--- src/rtl/pix_pipe_pkg.sv ---
// Shared types for the per-pixel colour pipeline controller.
package pix_pipe_pkg;

  typedef enum logic [1:0] {
    MODE_Y      = 2'd0,
    MODE_BYPASS = 2'd1,
    MODE_BLACK  = 2'd2,
    MODE_TEST   = 2'd3
  } mode_t;

  typedef enum logic [1:0] {
    S_SEEK,
    S_VBLANK,
    S_ACTIVE
  } state_t;

  // v marks a slot filled since reset, so flushed zeros are never mistaken for a real low vsync.
  typedef struct packed {
    logic v;
    logic dv;
    logic hs;
    logic vs;
  } sync_t;

endpackage

--- src/rtl/pix_pipe_ctrl_sync_delay.sv ---
// Generic shift register; exposes the output stage and the stage about to become the output.
module sync_delay #(
  parameter int W     = 4,
  parameter int DEPTH = 2
) (
  input  logic         clk,
  input  logic         rst,
  input  logic [W-1:0] din,
  output logic [W-1:0] last,
  output logic [W-1:0] prev
);

  logic [W-1:0] stage [DEPTH];

  always_ff @(posedge clk) begin
    if (rst) begin
      // NOTE: this is a short flop chain, not a RAM, so every stage is cleared and no stale sync survives reset.
      for (int i = 0; i < DEPTH; i++) stage[i] <= '0;
    end else begin
      // NOTE: non-blocking assignments let each stage take its neighbour's old value, giving a true shift.
      stage[0] <= din;
      for (int i = 1; i < DEPTH; i++) stage[i] <= stage[i-1];
    end
  end

  assign last = stage[DEPTH-1];

  generate
    if (DEPTH == 1) begin : g_single
      assign prev = din;
    end else begin : g_chain
      assign prev = stage[DEPTH-2];
    end
  endgenerate

endmodule

--- src/rtl/pix_pipe_ctrl.sv ---
// Delays the sync group by the datapath latency, tracks geometry on the delayed stream
// and applies mode changes only at frame boundaries.
module pix_pipe_ctrl
  import pix_pipe_pkg::*;
#(
  parameter int LATENCY   = 2,
  parameter int H_VISIBLE = 64,
  parameter int V_VISIBLE = 64,
  parameter int XW        = $clog2(H_VISIBLE+1),
  parameter int YW        = $clog2(V_VISIBLE+1)
) (
  input  logic          clk,
  input  logic          rst,
  input  logic          dv_i,
  input  logic          hs_i,
  input  logic          vs_i,
  input  logic          cfg_wr_i,
  input  logic [1:0]    cfg_mode_i,
  output logic          dv_o,
  output logic          hs_o,
  output logic          vs_o,
  output logic [XW-1:0] x_o,
  output logic [YW-1:0] y_o,
  output logic          line_end_o,
  output logic          frame_start_o,
  output logic [1:0]    mode_o,
  output logic          cfg_busy_o,
  output logic          err_o
);

  localparam logic [XW-1:0] X_LAST = XW'(H_VISIBLE-1);
  localparam logic [XW-1:0] X_MAX  = '1;
  localparam logic [YW-1:0] Y_FULL = YW'(V_VISIBLE);
  localparam logic [YW-1:0] Y_MAX  = '1;

  sync_t         din, last, prev;
  state_t        state;
  mode_t         mode_q, pend_q;
  logic          vs_q, armed, busy_q, err_q;
  logic [XW-1:0] x_q;
  logic [YW-1:0] y_q;
  logic          frame_start, line_end;
  logic          unused_prev;

  assign din = '{v: 1'b1, dv: dv_i, hs: hs_i, vs: vs_i};

  sync_delay #(.W($bits(sync_t)), .DEPTH(LATENCY)) u_delay (
    .clk  (clk),
    .rst  (rst),
    .din  (din),
    .last (last),
    .prev (prev)
  );

  assign unused_prev = ^{prev.v, prev.hs, prev.vs};

  // A rise only counts once a genuine low vsync has left the delay line since reset.
  assign frame_start = armed & last.vs & ~vs_q;
  assign line_end    = (state != S_SEEK) & last.dv & ~prev.dv;

  always_ff @(posedge clk) begin
    if (rst) begin
      state  <= S_SEEK;
      vs_q   <= 1'b0;
      armed  <= 1'b0;
      x_q    <= '0;
      y_q    <= '0;
      err_q  <= 1'b0;
      mode_q <= MODE_Y;
      pend_q <= MODE_Y;
      busy_q <= 1'b0;
    end else begin
      vs_q  <= last.vs;
      armed <= armed | (last.v & ~last.vs);

      case (state)
        S_SEEK:   if (frame_start) state <= S_VBLANK;
        S_VBLANK: if (!frame_start && last.dv) state <= S_ACTIVE;
        S_ACTIVE: if (frame_start) state <= S_VBLANK;
        default:  state <= S_SEEK;
      endcase

      if (state != S_SEEK) begin
        if (frame_start) begin
          x_q <= '0;
          y_q <= '0;
        end else begin
          if (last.dv) x_q <= line_end ? '0 : ((x_q == X_MAX) ? x_q : x_q + 1'b1);
          if (line_end && state == S_ACTIVE && y_q != Y_MAX) y_q <= y_q + 1'b1;
        end
      end

      // The frame_start clear and that frame's own line-count check land in the same cycle.
      err_q <= (err_q & ~frame_start)
             | (frame_start & (state == S_ACTIVE) & (y_q != Y_FULL))
             | (line_end & (x_q != X_LAST));

      if (cfg_wr_i && (frame_start || state == S_SEEK)) begin
        mode_q <= mode_t'(cfg_mode_i);
        busy_q <= 1'b0;
      end else if (cfg_wr_i) begin
        pend_q <= mode_t'(cfg_mode_i);
        busy_q <= 1'b1;
      end else if (frame_start && busy_q) begin
        mode_q <= pend_q;
        busy_q <= 1'b0;
      end
    end
  end

  assign dv_o          = last.dv;
  assign hs_o          = last.hs;
  assign vs_o          = last.vs;
  assign x_o           = x_q;
  assign y_o           = y_q;
  assign line_end_o    = line_end;
  assign frame_start_o = frame_start;
  assign mode_o        = mode_q;
  assign cfg_busy_o    = busy_q;
  assign err_o         = err_q;

endmodule
--- config.mk ---
export PLATFORM = sky130hd
export DESIGN_NAME = pix_pipe_ctrl
export DESIGN_NICKNAME = d
export VERILOG_FILES = /design/src/rtl/pix_pipe_pkg.sv /design/src/rtl/pix_pipe_ctrl_sync_delay.sv /design/src/rtl/pix_pipe_ctrl.sv
export SDC_FILE = /design/constraint.sdc
export NUM_CORES = 1
export LEC_CHECK = 0
export ABC_CLOCK_PERIOD_IN_PS = 1950
export CAP_MARGIN = 20
export CORE_ASPECT_RATIO = 0.6
export CORE_UTILIZATION = 40
export DETAILED_ROUTE_END_ITERATION = 8
export REMOVE_ABC_BUFFERS = 1
export SETUP_SLACK_MARGIN = 0.2
export SLEW_MARGIN = 20
export SYNTH_ARGS = -nofsm -noshare
export SYNTH_HDL_FRONTEND = slang
export SYNTH_HIERARCHICAL = 1
export SYNTH_SLANG_ARGS = --single-unit
--- constraint.sdc ---
create_clock -name clk -period 1.95 [get_ports clk]
set_input_delay 0.195 -clock clk [delete_from_list [all_inputs] [get_ports clk]]
set_output_delay 0.195 -clock clk [all_outputs]
set_load 0.02 [all_outputs]
==> summary.txt, run 1 <==
Kind of critical path - reg -> reg
Achievable clock frequency - 0.607 GHz
FF+latch count, synth - 32
Detailed-route via count - 1339
Area occupied by multi-input gates - 817 sq um
Area taken by flip-flops and latches - 642 sq um
Clock tree from TritonCTS - done
Number of placement rows - 16
Final wirelength - 3720 um
Largest area contributor in the netlist - dfxtp_1
Unrepaired setup endpoints after global routing - no
Tightest Hold Check Type - reg -> reg
Wire length of the first global-routing pass - 6190 um
Largest voltage drop on the vdd net - 0.000363 V
# setup viols final - 0
Count of warnings emitted by yosys - 6
Final weighted congestion in routability-driven placement - 0.855
Areal power density over the cells - 710 mW/mm^2
WL/cell - 15.3 um
Count of placed standard cells including taps - 236
Buffers inserted by post-CTS timing repair - 0
Minimum clock period - 1.65 ns
Post-detailed-route via-to-cell ratio - 5.49
CTS clock-pin slew for the worst setup and hold paths - 0.06 ns
Half-perimeter wire length after detailed placement - 2780 um
Vias in the first global route - 1251
Global-route usage over all layers - 0.210
Clock net sink count - 32
Clock Skews - 0.00518 ns
Number of buffers on the longest clock path - 2
Biggest fanout along the worst timing path - 5
Cell area after synthesis - 0.00150 sq mm
Chip Width - 81.0 um
Fraction of layout cells with a size suffix above 1 - 0.131
Setup Total Neg Slack - 0 ns
Fin cells - 244
Total die area - 0.00400 sq mm
Number of H-tree levels - 2
Count of cell types in the netlist - 53
Final antenna diode count - 0
Post-synthesis area per instance - 9.37 sq um
Starting Density - 0.440
Final-stage net count - 209
Leakage power figure - 0.729 nW
Number of hold violations in the final report - 0
Root buffer cell - clkbuf_8
Pin count of the biggest net entering global routing - 13
Number of detailed-route iterations in the first pass - 4
Number of slew-limit violations in the final report - 0
Number of DRC violations after detailed-routing iteration 0 - 60
Die Y - 49.4 um
Residual DRC count - 0
Count of filler cells inserted in the layout - 309
TritonCTS buffer count - 5
Antenna violations before repair - 0
Category of the worst setup path launch point - flop
Result of the run - complete, no violations
EDFF count, synth - 0
Setup crit end kind - flop
Area of the placeable core - 0.00340 sq mm
Source-to-sink clock delay at the later pin of the worst-skew pair - 0.28 ns
Area share of the largest cell type after synthesis - 0.427
Portion of the clock cycle consumed by the worst path in the final layout - 0.845
Cell area after layout - 0.00199 sq mm
Data required time of the critical path - 2.12 ns
Count of nets left with antenna violations after detail routing - 0
Fraction of synthesis flops using an asynchronous set or reset pin - 0
Overflow left after global routing - 0
Reported max-cap violation count - 0
Proportion of synthesized chip area in sequential cells - 0.427
Number of top-level pins - 31
Data arrival time of the worst path - 1.82 ns
Post-synthesis cell count - 160
Synth-to-Final Area Change - 32.6%
Port Buffer Count - 30
Post-placement cell area - 0.00187 sq mm
Main area contributors after synthesis - dfxtp_1, nor2_1, nor2b_1, nand3_1, nand2_1
Dominant register cell in the synthesized netlist - dfxtp_1
worst max-delay path, cell delays in order (launching register included):
cell and delay, ns:
dfxtp_1 0.40, ha_2 0.26, and4_2 0.35, a21o_1 0.19
nor4_2 0.06, a211o_1 0.27
placed cells by master, fill, tap and decap left out, types with 2 or more instances in the layout:
| master | instances |
|---|---|
| a21oi_1 | 6 |
| nand2_1 | 12 |
| o22ai_1 | 3 |
| a311oi_1 | 2 |
| clkbuf_8 | 5 |
| nand3b_1 | 3 |
| o31ai_1 | 3 |
| buf_4 | 5 |
| and3_1 | 2 |
| a21o_1 | 4 |
| mux2i_1 | 2 |
| nand2b_1 | 2 |
| a211o_1 | 4 |
| nand3_1 | 9 |
| o21ai_1 | 2 |
| a32o_1 | 2 |
| dlygate4sd2_1 | 2 |
| or2b_1 | 2 |
| a22o_1 | 2 |
| nor3_1 | 2 |
| nor2_1 | 15 |
| dfxtp_1 | 31 |
| clkdlybuf4s50_1 | 28 |
| ha_2 | 2 |
| inv_1 | 7 |
| nor2b_1 | 8 |
final timing paths:
check	start	to	slack, ns	depth (start not counted)
worst min-delay path	u_delay/stage[0][3]	u_delay/stage[0][7]	0.44	1
worst min register to register	u_delay/stage[0][3]	u_delay/stage[0][7]	0.44	1
worst max register to register	y_o[0]	y_o[4]	0.30	5
worst max-delay path	y_o[0]	y_o[4]	0.30	5
area by class of cell:
| class | count | share of cell area |
|---|---|---|
| Multi-Input combinational cell | 116 | 0.411 |
| Sequential cell | 32 | 0.323 |
| Timing Repair Buffer | 35 | 0.169 |
| Clock buffer | 6 | 0.0365 |
| Tap cell | 45 | 0.0283 |
| Clock inverter | 2 | 0.0176 |
| Inverter | 8 | 0.0151 |
cell usage after synthesis, drive strengths merged, types with 2 or more instances:
master,count
dfxtp,32
nor2,15
nand2,12
nand3,9
inv,8
nor2b,8
a21oi,7
a211o,4
a21o,4
a311oi,3
ha,3
nand3b,3
nor3,3
nor4,3
o21ai,3
o22ai,3
o31ai,3
a211oi,2
a22o,2
a32o,2
and2,2
and3,2
buf,2
clkbuf,2
mux2i,2
nand2b,2
or2b,2
through the flow:
| stage | power, mW | worst slack [ns] | hold WS, ns | util |
|---|---|---|---|---|
| final | 1.41 | 0.302 | 0.436 | 0.584 |
| after global routing | 1.47 | 0.211 | 0.464 | 0.584 |
| after CTS | 1.43 | 0.234 | 0.440 | 0.580 |
| after detailed placement | 0.808 | 0.183 | 0.424 | 0.549 |
| after global placement | 0.806 | 0.218 | 0.418 | 0.549 |
| after floorplan | 0.750 | 0.275 | 0.262 | - |
layer usage:
layer / track usage / vias to the layer above / wire length, um
met1: 0.319 / 628 / 1930
li1: - / 659 / -
met3: 0.0654 / 7 / 291
met2: 0.269 / 45 / 1470
met5: 0 / - / 0
met4: 0.0744 / 0 / 36
registers in the layout, summed over array words and instances, names as in the netlist, 2 cells and up:
| name | cells |
|---|---|
| u_delay/stage | 8 |
| state | 2 |
| pend_q | 2 |
| y_o | 7 |
| x_o | 7 |
| mode_o | 2 |
cell families after synthesis:
logic type / synth area share
buf+inv: 0.0376
mux: 0.0134
fa+ha+maj: 0.0250
simple gates: 0.260
xor+xnor: 0.00584
compound gates: 0.229
other cells: 0.00250
flops: 0.427
what timing repair did:
action | in CTS | in global routing
hold buffers | 0 | 0
resized for setup | 3 | 4
setup endpoints to repair | 2 | 7
gates cloned | 0 | 0
pin swaps | 0 | 1
where the power goes:
group | internal (mW) | leakage, nW | switching [mW]
logic | 0.0544 | 0.413 | 0.0522
registers | 0.672 | 0.261 | 0.0166
clock network | 0.379 | 0.0552 | 0.237
Power figures use the tool's default switching activity.
==> run 2, diff against run 1 <==
--- a/config.mk
+++ b/config.mk
@@ -5,11 +5,12 @@
 export SDC_FILE = /design/constraint.sdc
 export NUM_CORES = 1
 export LEC_CHECK = 0
-export ABC_CLOCK_PERIOD_IN_PS = 1950
+export ABC_CLOCK_PERIOD_IN_PS = 1460
 export CAP_MARGIN = 20
 export CORE_ASPECT_RATIO = 0.6
 export CORE_UTILIZATION = 40
 export DETAILED_ROUTE_END_ITERATION = 8
+export PLACE_DENSITY = 0.67
 export REMOVE_ABC_BUFFERS = 1
 export SETUP_SLACK_MARGIN = 0.2
 export SLEW_MARGIN = 20
==> constraint.sdc (replaced) <==
create_clock -name clk -period 1.46 [get_ports clk]
set_input_delay 0.146 -clock clk [delete_from_list [all_inputs] [get_ports clk]]
set_output_delay 0.146 -clock clk [all_outputs]
set_load 0.02 [all_outputs]
==> run 2 against run 1 <==
The flow now finishes with violations (negative setup slack). Via count is 15% higher. Fmax rose by 11%. Largest power group unchanged. Power increased by 39%. Utilization up 18 points. Clock-buffer cell count fell by 1.
==> summary.txt, run 2 (synthesis results as in run 1) <==
Detailed-route via count - 1545 (was 1339)
Area of the placeable core - 0.00340 sq mm (unchanged)
Chip Width - 81.0 um (unchanged)
Setup Total Neg Slack - -0.0402 ns (was 0 ns)
Unrepaired setup endpoints after global routing - yes (was no)
Synth-to-Final Area Change - 72.9% (was 32.6%)
Antenna violations before repair - 0 (unchanged)
Fraction of layout cells with a size suffix above 1 - 0.494 (was 0.131)
Hold Path End - u_delay/stage[0][2] (was u_delay/stage[0][7])
Violated checks - negative setup slack
Wire length of the first global-routing pass - 7700 um (was 6190 um)
Number of H-tree levels - 2 (unchanged)
Internal power - 1.50 mW (was 1.10 mW)
Areal power density over the cells - 754 mW/mm^2 (was 710 mW/mm^2)
Final antenna diode count - 0 (unchanged)
Commonest non-fill, non-tap cells in the layout - buf_4, dfxtp_1, dfxtp_2 (was dfxtp_1, clkdlybuf4s50_1, nor2_1)
Achievable clock frequency - 0.672 GHz (was 0.607 GHz)
Source-to-sink clock delay at the later pin of the worst-skew pair - 0.28 ns (about the same)
Number of placement rows - 16 (unchanged)
Max reg flops - 8 (unchanged)
Post-placement cell area - 0.00202 sq mm (was 0.00187 sq mm)
Number of slew-limit violations in the final report - 0 (unchanged)
Vias in the first global route - 1590 (was 1251)
Area taken by flip-flops and latches - 659 sq um (was 642 sq um)
Largest voltage drop on the vdd net - 0.000751 V (was 0.000363 V)
Count of nets left with antenna violations after detail routing - 0 (unchanged)
Setup crit end kind - flop (unchanged)
Total die area - 0.00400 sq mm (unchanged)
Cell area after layout - 0.00259 sq mm (was 0.00199 sq mm)
Data arrival time of the worst path - 1.66 ns (was 1.82 ns)
Reg-to-reg setup timing slack - -0.03 ns (was 0.30 ns)
Portion of the clock cycle consumed by the worst path in the final layout - 1.02 (was 0.845)
Starting Density - 0.440 (unchanged)
Part of the total power dissipated in the clock network - 0.430 (was 0.436)
CTS clock-pin slew for the worst setup and hold paths - 0.07 ns (was 0.06 ns)
Leakage power figure - 1.04 nW (was 0.729 nW)
Data required time of the critical path - 1.63 ns (was 2.12 ns)
Die Y - 49.4 um (unchanged)
Root buffer cell - clkbuf_8 (unchanged)
Number of buffers on the longest clock path - 2 (unchanged)
Critical path buffers and inverters - 2 (was 0)
Overflow left after global routing - 0 (unchanged)
WL/cell - 17.8 um (was 15.3 um)
Final setup slack of the worst path - -0.0281 ns (was 0.302 ns)
Port Buffer Count - 30 (unchanged)
Worst reg2reg path startpoint - state[1] (was y_o[0])
Count of filler cells inserted in the layout - 228 (was 309)
Biggest fanout along the worst timing path - 7 (was 5)
Number of detailed-route iterations in the first pass - 4 (unchanged)
Residual DRC count - 0 (unchanged)
TritonCTS buffer count - 5 (unchanged)
Origin of the worst min-delay path - dv_i (was u_delay/stage[0][3])
Clock tree from TritonCTS - done (unchanged)
Half-perimeter wire length after detailed placement - 3030 um (was 2780 um)
Global-route usage over all layers - 0.261 (was 0.210)
Kind of cell adding the most delay to the critical path - compound AO/OA/AOI/OAI gates (unchanged)
Slowest cell on crit path - dfxtp_2 (was dfxtp_1)
Combinational share of power - 0.099 (was 0.076)
Stage delay of the slowest cell on the critical path - 0.33 ns (was 0.40 ns)
Final-stage net count - 245 (was 209)
Category of the worst setup path launch point - flop (unchanged)
Final wirelength - 4980 um (was 3720 um)
Reported max-cap violation count - 0 (unchanged)
# setup viols final - 2 (was 0)
Worst hold path cell count - 2 (was 1)
Area occupied by multi-input gates - 0.00109 sq mm (was 817 sq um)
Sw Ratio - 0.233 (was 0.217)
Minimum clock period - 1.49 ns (was 1.65 ns)
Result of the run - finished, violations left (was complete, no violations)
Pin count of the biggest net entering global routing - 13 (unchanged)
Share of total power in sequential cells - 0.471 (was 0.488)
Clock Skews - 0.00213 ns (was 0.00518 ns)
Number of DRC violations after detailed-routing iteration 0 - 91 (was 60)
Switching power - 455 uW (was 306 uW)
Kind of critical path - reg -> reg (unchanged)
Number of hold buffers added after CTS - 0 (unchanged)
Tightest Hold Check Type - in -> reg (was reg -> reg)
Most common library cell in the layout ignoring fill and taps - buf_4 (was dfxtp_1)
Number of top-level pins - 31 (unchanged)
Number of hold violations in the final report - 0 (unchanged)
Cells along the critical path - or2_1 > buf_6 > buf_8 > o311ai_4 > and2_4 > a221o_1 (was ha_2 > and4_2 > a21o_1 > nor4_2 > a211o_1)
Final weighted congestion in routability-driven placement - 0.894 (was 0.855)
Clock net sink count - 32 (unchanged)
FF-to-FF path depth - 6 (was 5)
Worst reg2reg path endpoint - x_o[5] (was y_o[4])
Post-detailed-route via-to-cell ratio - 5.52 (was 5.49)
Register bank with the most flops - u_delay/stage (unchanged)
## run 2: cell count changes in the layout (fill, tap and decap cells not counted), moves of 10 or more
cell / change
dfxtp_1: -14
dlygate4sd2_1: +10
buf_6: +14
clkdlybuf4s50_1: -21
dfxtp_2: +14
buf_4: +22
## run 2: metal layers
layer / part of all wire / vias up / track usage
met5: 0 / - / 0
met4: 0.0090 / 0 / 0.0923
li1: - / 726 / -
met1: 0.46 / 755 / 0.347
met3: 0.067 / 6 / 0.0766
met2: 0.47 / 58 / 0.401
## run 2: worst max path at each step
stage                  start      to  depth (start not counted)
floorplan             y_o[0]  y_o[4]                          5
global placement         rst  y_o[4]                          4
detailed placement       rst  y_o[4]                          4
CTS                 state[1]  x_o[5]                          6
global route        state[1]  x_o[5]                          6
finish              state[1]  x_o[5]                          6
## run 2: cell type report
type	instances	area share
multi-input cells	116	0.420
flip-flops and latches	32	0.254
repair buffers	71	0.249
clock buffers	5	0.0266
well taps	45	0.0217
clock inverters	3	0.0164
inverters	8	0.0116
## run 2: power groups by stage
| stage | clock network [mW] | registers (mW) | logic, mW |
|---|---|---|---|
| 3_5_place_dp | 0 | 0.936 | 0.163 |
| 2_1_floorplan | 0 | 0.950 | 0.0516 |
| 6_report | 0.840 | 0.920 | 0.194 |
| 5_1_grt | 0.907 | 0.924 | 0.207 |
| 4_1_cts | 0.850 | 0.918 | 0.174 |
| 3_3_place_gp | 0 | 0.934 | 0.158 |
## run 2: what timing repair did
item / 4_1_cts / 5_1_grt
resized for setup: 89 / 41
setup buffers: 9 / 6
setup endpoints to repair: 42 / 32
pin swaps: 18 / 26
## run 2: per-stage QoR
stage               hold slack (ns)  power, mW  std cells   util  worst slack (ns)
floorplan                     0.213       1.00        156      -            -0.215
global placement              0.421       1.09        257  0.595           -0.0501
detailed placement            0.432       1.10        257  0.595           -0.0988
CTS                           0.407       1.94        274  0.710           0.00596
global route                  0.413       2.04        280  0.761           -0.0456
finish                        0.410       1.95        280  0.761           -0.0281
==> run 3, diff against run 2 <==
--- a/config.mk
+++ b/config.mk
@@ -12,7 +12,6 @@
 export DETAILED_ROUTE_END_ITERATION = 8
 export PLACE_DENSITY = 0.67
 export REMOVE_ABC_BUFFERS = 1
-export SETUP_SLACK_MARGIN = 0.2
 export SLEW_MARGIN = 20
 export SYNTH_ARGS = -nofsm -noshare
 export SYNTH_HDL_FRONTEND = slang
==> run 3 against run 2 <==
The flow still finishes with violations (negative setup slack). Clock power is essentially flat. Final cell count down 4.6%. Critical path depth is 1 lower. Clock-buffer cell count is the same. Sequential cell count did not move.
==> summary.txt, run 3 (synthesis results as in run 1) <==
Result of the run - finished, violations left (unchanged)
Data required time of the critical path - 1.63 ns (about the same)
Tightest Hold Check Type - in -> reg (unchanged)
Total die area - 0.00400 sq mm (unchanged)
Kind of critical path - reg -> reg (unchanged)
Global-route met2 utilization - 0.324 (was 0.401)
Combinational share of power - 0.086 (was 0.099)
Port Buffer Count - 30 (unchanged)
Share of total power in sequential cells - 0.478 (was 0.471)
Worst reg2reg path endpoint - x_o[5] (unchanged)
WL/cell - 15.0 um (was 17.8 um)
Category of the worst setup path launch point - flop (unchanged)
Number of top-level pins - 31 (unchanged)
Critical Path Stages - 5 (was 6)
Data arrival time of the worst path - 1.65 ns (was 1.66 ns)
Busiest grt layer - met2 (unchanged)
Pin count of the biggest net entering global routing - 13 (unchanged)
Met3 track utilization from global routing - 0.0822 (was 0.0766)
Area of the placeable core - 0.00340 sq mm (unchanged)
Most common library cell in the layout ignoring fill and taps - buf_4 (unchanged)
Starting Density - 0.440 (unchanged)
Internal power - 1.49 mW (was 1.50 mW)
Commonest non-fill, non-tap cells in the layout - buf_4, dfxtp_1, nor2_1 (was buf_4, dfxtp_1, dfxtp_2)
# setup viols final - 1 (was 2)
Final core utilization - 0.656 (was 0.761)
Synth-to-Final Area Change - 48.8% (was 72.9%)
Clock net sink count - 32 (unchanged)
Launching element of the worst setup path - state[0] (was state[1])
Worst reg2reg path startpoint - state[0] (was state[1])
Vias in the first global route - 1490 (was 1590)
CTS clock-pin slew for the worst setup and hold paths - 0.07 ns (about the same)
Met1 usage in global routing - 0.313 (was 0.347)
Critical path buffers and inverters - 1 (was 2)
Post-detailed-route via-to-cell ratio - 5.40 (was 5.52)
Switching power - 433 uW (was 455 uW)
Number of buffers on the longest clock path - 2 (unchanged)
Number of DRC violations after detailed-routing iteration 0 - 81 (was 91)
Wire length of the first global-routing pass - 6750 um (was 7700 um)
Critical path endpoint - x_o[5] (unchanged)
Number of hold violations in the final report - 0 (unchanged)
FF-to-FF path depth - 5 (was 6)
Register bank with the most flops - u_delay/stage (unchanged)
Number of placement rows - 16 (unchanged)
Fraction of layout cells with a size suffix above 1 - 0.306 (was 0.494)
Leakage power figure - 0.956 nW (was 1.04 nW)
TritonCTS buffer count - 5 (unchanged)
Portion of the clock cycle consumed by the worst path in the final layout - 1.01 (was 1.02)
Final weighted congestion in routability-driven placement - 0.894 (unchanged)
Clock Skews - 0.00168 ns (was 0.00213 ns)
Antenna violations before repair - 0 (unchanged)
Final setup slack of the worst path - -0.0180 ns (was -0.0281 ns)
Part of the total power dissipated in the clock network - 0.435 (was 0.430)
Half-perimeter wire length after detailed placement - 3030 um (unchanged)
Chip Width - 81.0 um (unchanged)
Clock tree from TritonCTS - done (unchanged)
Cells along the critical path - or2_1 > buf_6 > o311ai_4 > and2_4 > a221o_1 (was or2_1 > buf_6 > buf_8 > o311ai_4 > and2_4 > a221o_1)
Post-layout total power - 1.92 mW (was 1.95 mW)
Overflow left after global routing - 0 (unchanged)
Slowest cell on crit path - dfxtp_1 (was dfxtp_2)
Areal power density over the cells - 861 mW/mm^2 (was 754 mW/mm^2)
Largest voltage drop on the vdd net - 0.000841 V (was 0.000751 V)
Global-route usage over all layers - 0.226 (was 0.261)
Source-to-sink clock delay at the later pin of the worst-skew pair - 0.28 ns (about the same)
Number of hold buffers added after CTS - 0 (unchanged)
Final antenna diode count - 0 (unchanged)
Number of slew-limit violations in the final report - 0 (unchanged)
Number of detailed-route iterations in the first pass - 4 (unchanged)
Unrepaired setup endpoints after global routing - yes (unchanged)
Reported max-cap violation count - 0 (unchanged)
Die Y - 49.4 um (unchanged)
Kind of cell adding the most delay to the critical path - compound AO/OA/AOI/OAI gates (unchanged)
Final wirelength - 4010 um (was 4980 um)
Setup crit end kind - flop (unchanged)
Final-stage net count - 232 (was 245)
Minimum clock period - 1.48 ns (was 1.49 ns)
Biggest fanout along the worst timing path - 9 (was 7)
Reg-to-reg setup timing slack - -0.02 ns (was -0.03 ns)
Max reg flops - 8 (unchanged)
Violated checks - negative setup slack (unchanged)
Achievable clock frequency - 0.677 GHz (was 0.672 GHz)
Count of nets left with antenna violations after detail routing - 0 (unchanged)
Sw Ratio - 0.225 (was 0.233)
Number of H-tree levels - 2 (unchanged)
Detailed-route via count - 1441 (was 1545)
Root buffer cell - clkbuf_8 (unchanged)
Stage delay of the slowest cell on the critical path - 0.35 ns (was 0.33 ns)
Count of filler cells inserted in the layout - 298 (was 228)
Setup slack at placement - -0.0988 ns (unchanged)
Residual DRC count - 0 (unchanged)
run 3: cell count changes in the layout (fill, tap and decap cells not counted), moves of 3 or more:
cell,previous run,this run
dfxtp_1,17,25
dfxtp_2,15,7
nor2_4,5,0
buf_6,14,2
clkdlybuf4s50_1,7,12
nor2_1,9,15
o22ai_2,3,0
o22ai_1,0,3
clkdlybuf4s15_1,6,0
run 3: worst reg2reg max path, cell delays in order (launching register included):
cell	delay, ns
dfxtp_1	0.35
or2_1	0.16
buf_6	0.17
o311ai_4	0.16
and2_4	0.20
a221o_1	0.33
run 3: worst min path at each step:
stage | start | to | slack (ns) | cells after the start
finish | dv_i | u_delay/stage[0][2] | 0.42 | 2
global route | vs_i | u_delay/stage[0][0] | 0.42 | 2
CTS | dv_i | u_delay/stage[0][2] | 0.41 | 2
detailed placement | u_delay/stage[0][0] | u_delay/stage[0][4] | 0.43 | 1
global placement | u_delay/stage[0][3] | u_delay/stage[0][7] | 0.42 | 1
floorplan | rst | vs_q | 0.21 | 1
run 3: timing repair:
action | CTS | global route
endpoints found under the setup margin | 26 | 17
resized for setup | 25 | 26
pin swaps | 5 | 13
setup buffers | 1 | 1
run 3: area by class of cell:
class / instances / area, sq um / area share
multi-input cells: 116 / 888 / 0.398
inverters: 8 / 30.0 / 0.0135
clock buffers: 5 / 68.8 / 0.0308
clock inverters: 3 / 42.5 / 0.0191
flip-flops and latches: 32 / 649 / 0.291
repair buffers: 58 / 495 / 0.222
well taps: 45 / 56.3 / 0.0252
run 3: routing by layer:
layer  vias up  wire length, um  part of all wire
met3         4              263             0.066
met1       678             1990              0.50
li1        708                -                 -
met5         -                0                 0
met4         0               31            0.0077
met2        51             1720              0.43
run 3: metrics by stage:
step | hold WS, ns | instances | area (sq um) | TNS [ns]
2_1_floorplan | 0.213 | 156 | 1470 | -1.44
3_3_place_gp | 0.421 | 257 | 2020 | -0.201
3_5_place_dp | 0.432 | 257 | 2020 | -0.732
4_1_cts | 0.414 | 266 | 2150 | 0
5_1_grt | 0.419 | 267 | 2230 | -0.127
6_report | 0.417 | 267 | 2230 | -0.0180
run 3: power by group through the flow:
stage	Sequential, mW	Combinational, mW	Clock, mW
final	0.919	0.166	0.837
after global routing	0.922	0.179	0.901
after CTS	0.917	0.162	0.850
after detailed placement	0.936	0.163	0
after global placement	0.934	0.158	0
after floorplan	0.950	0.0516	0
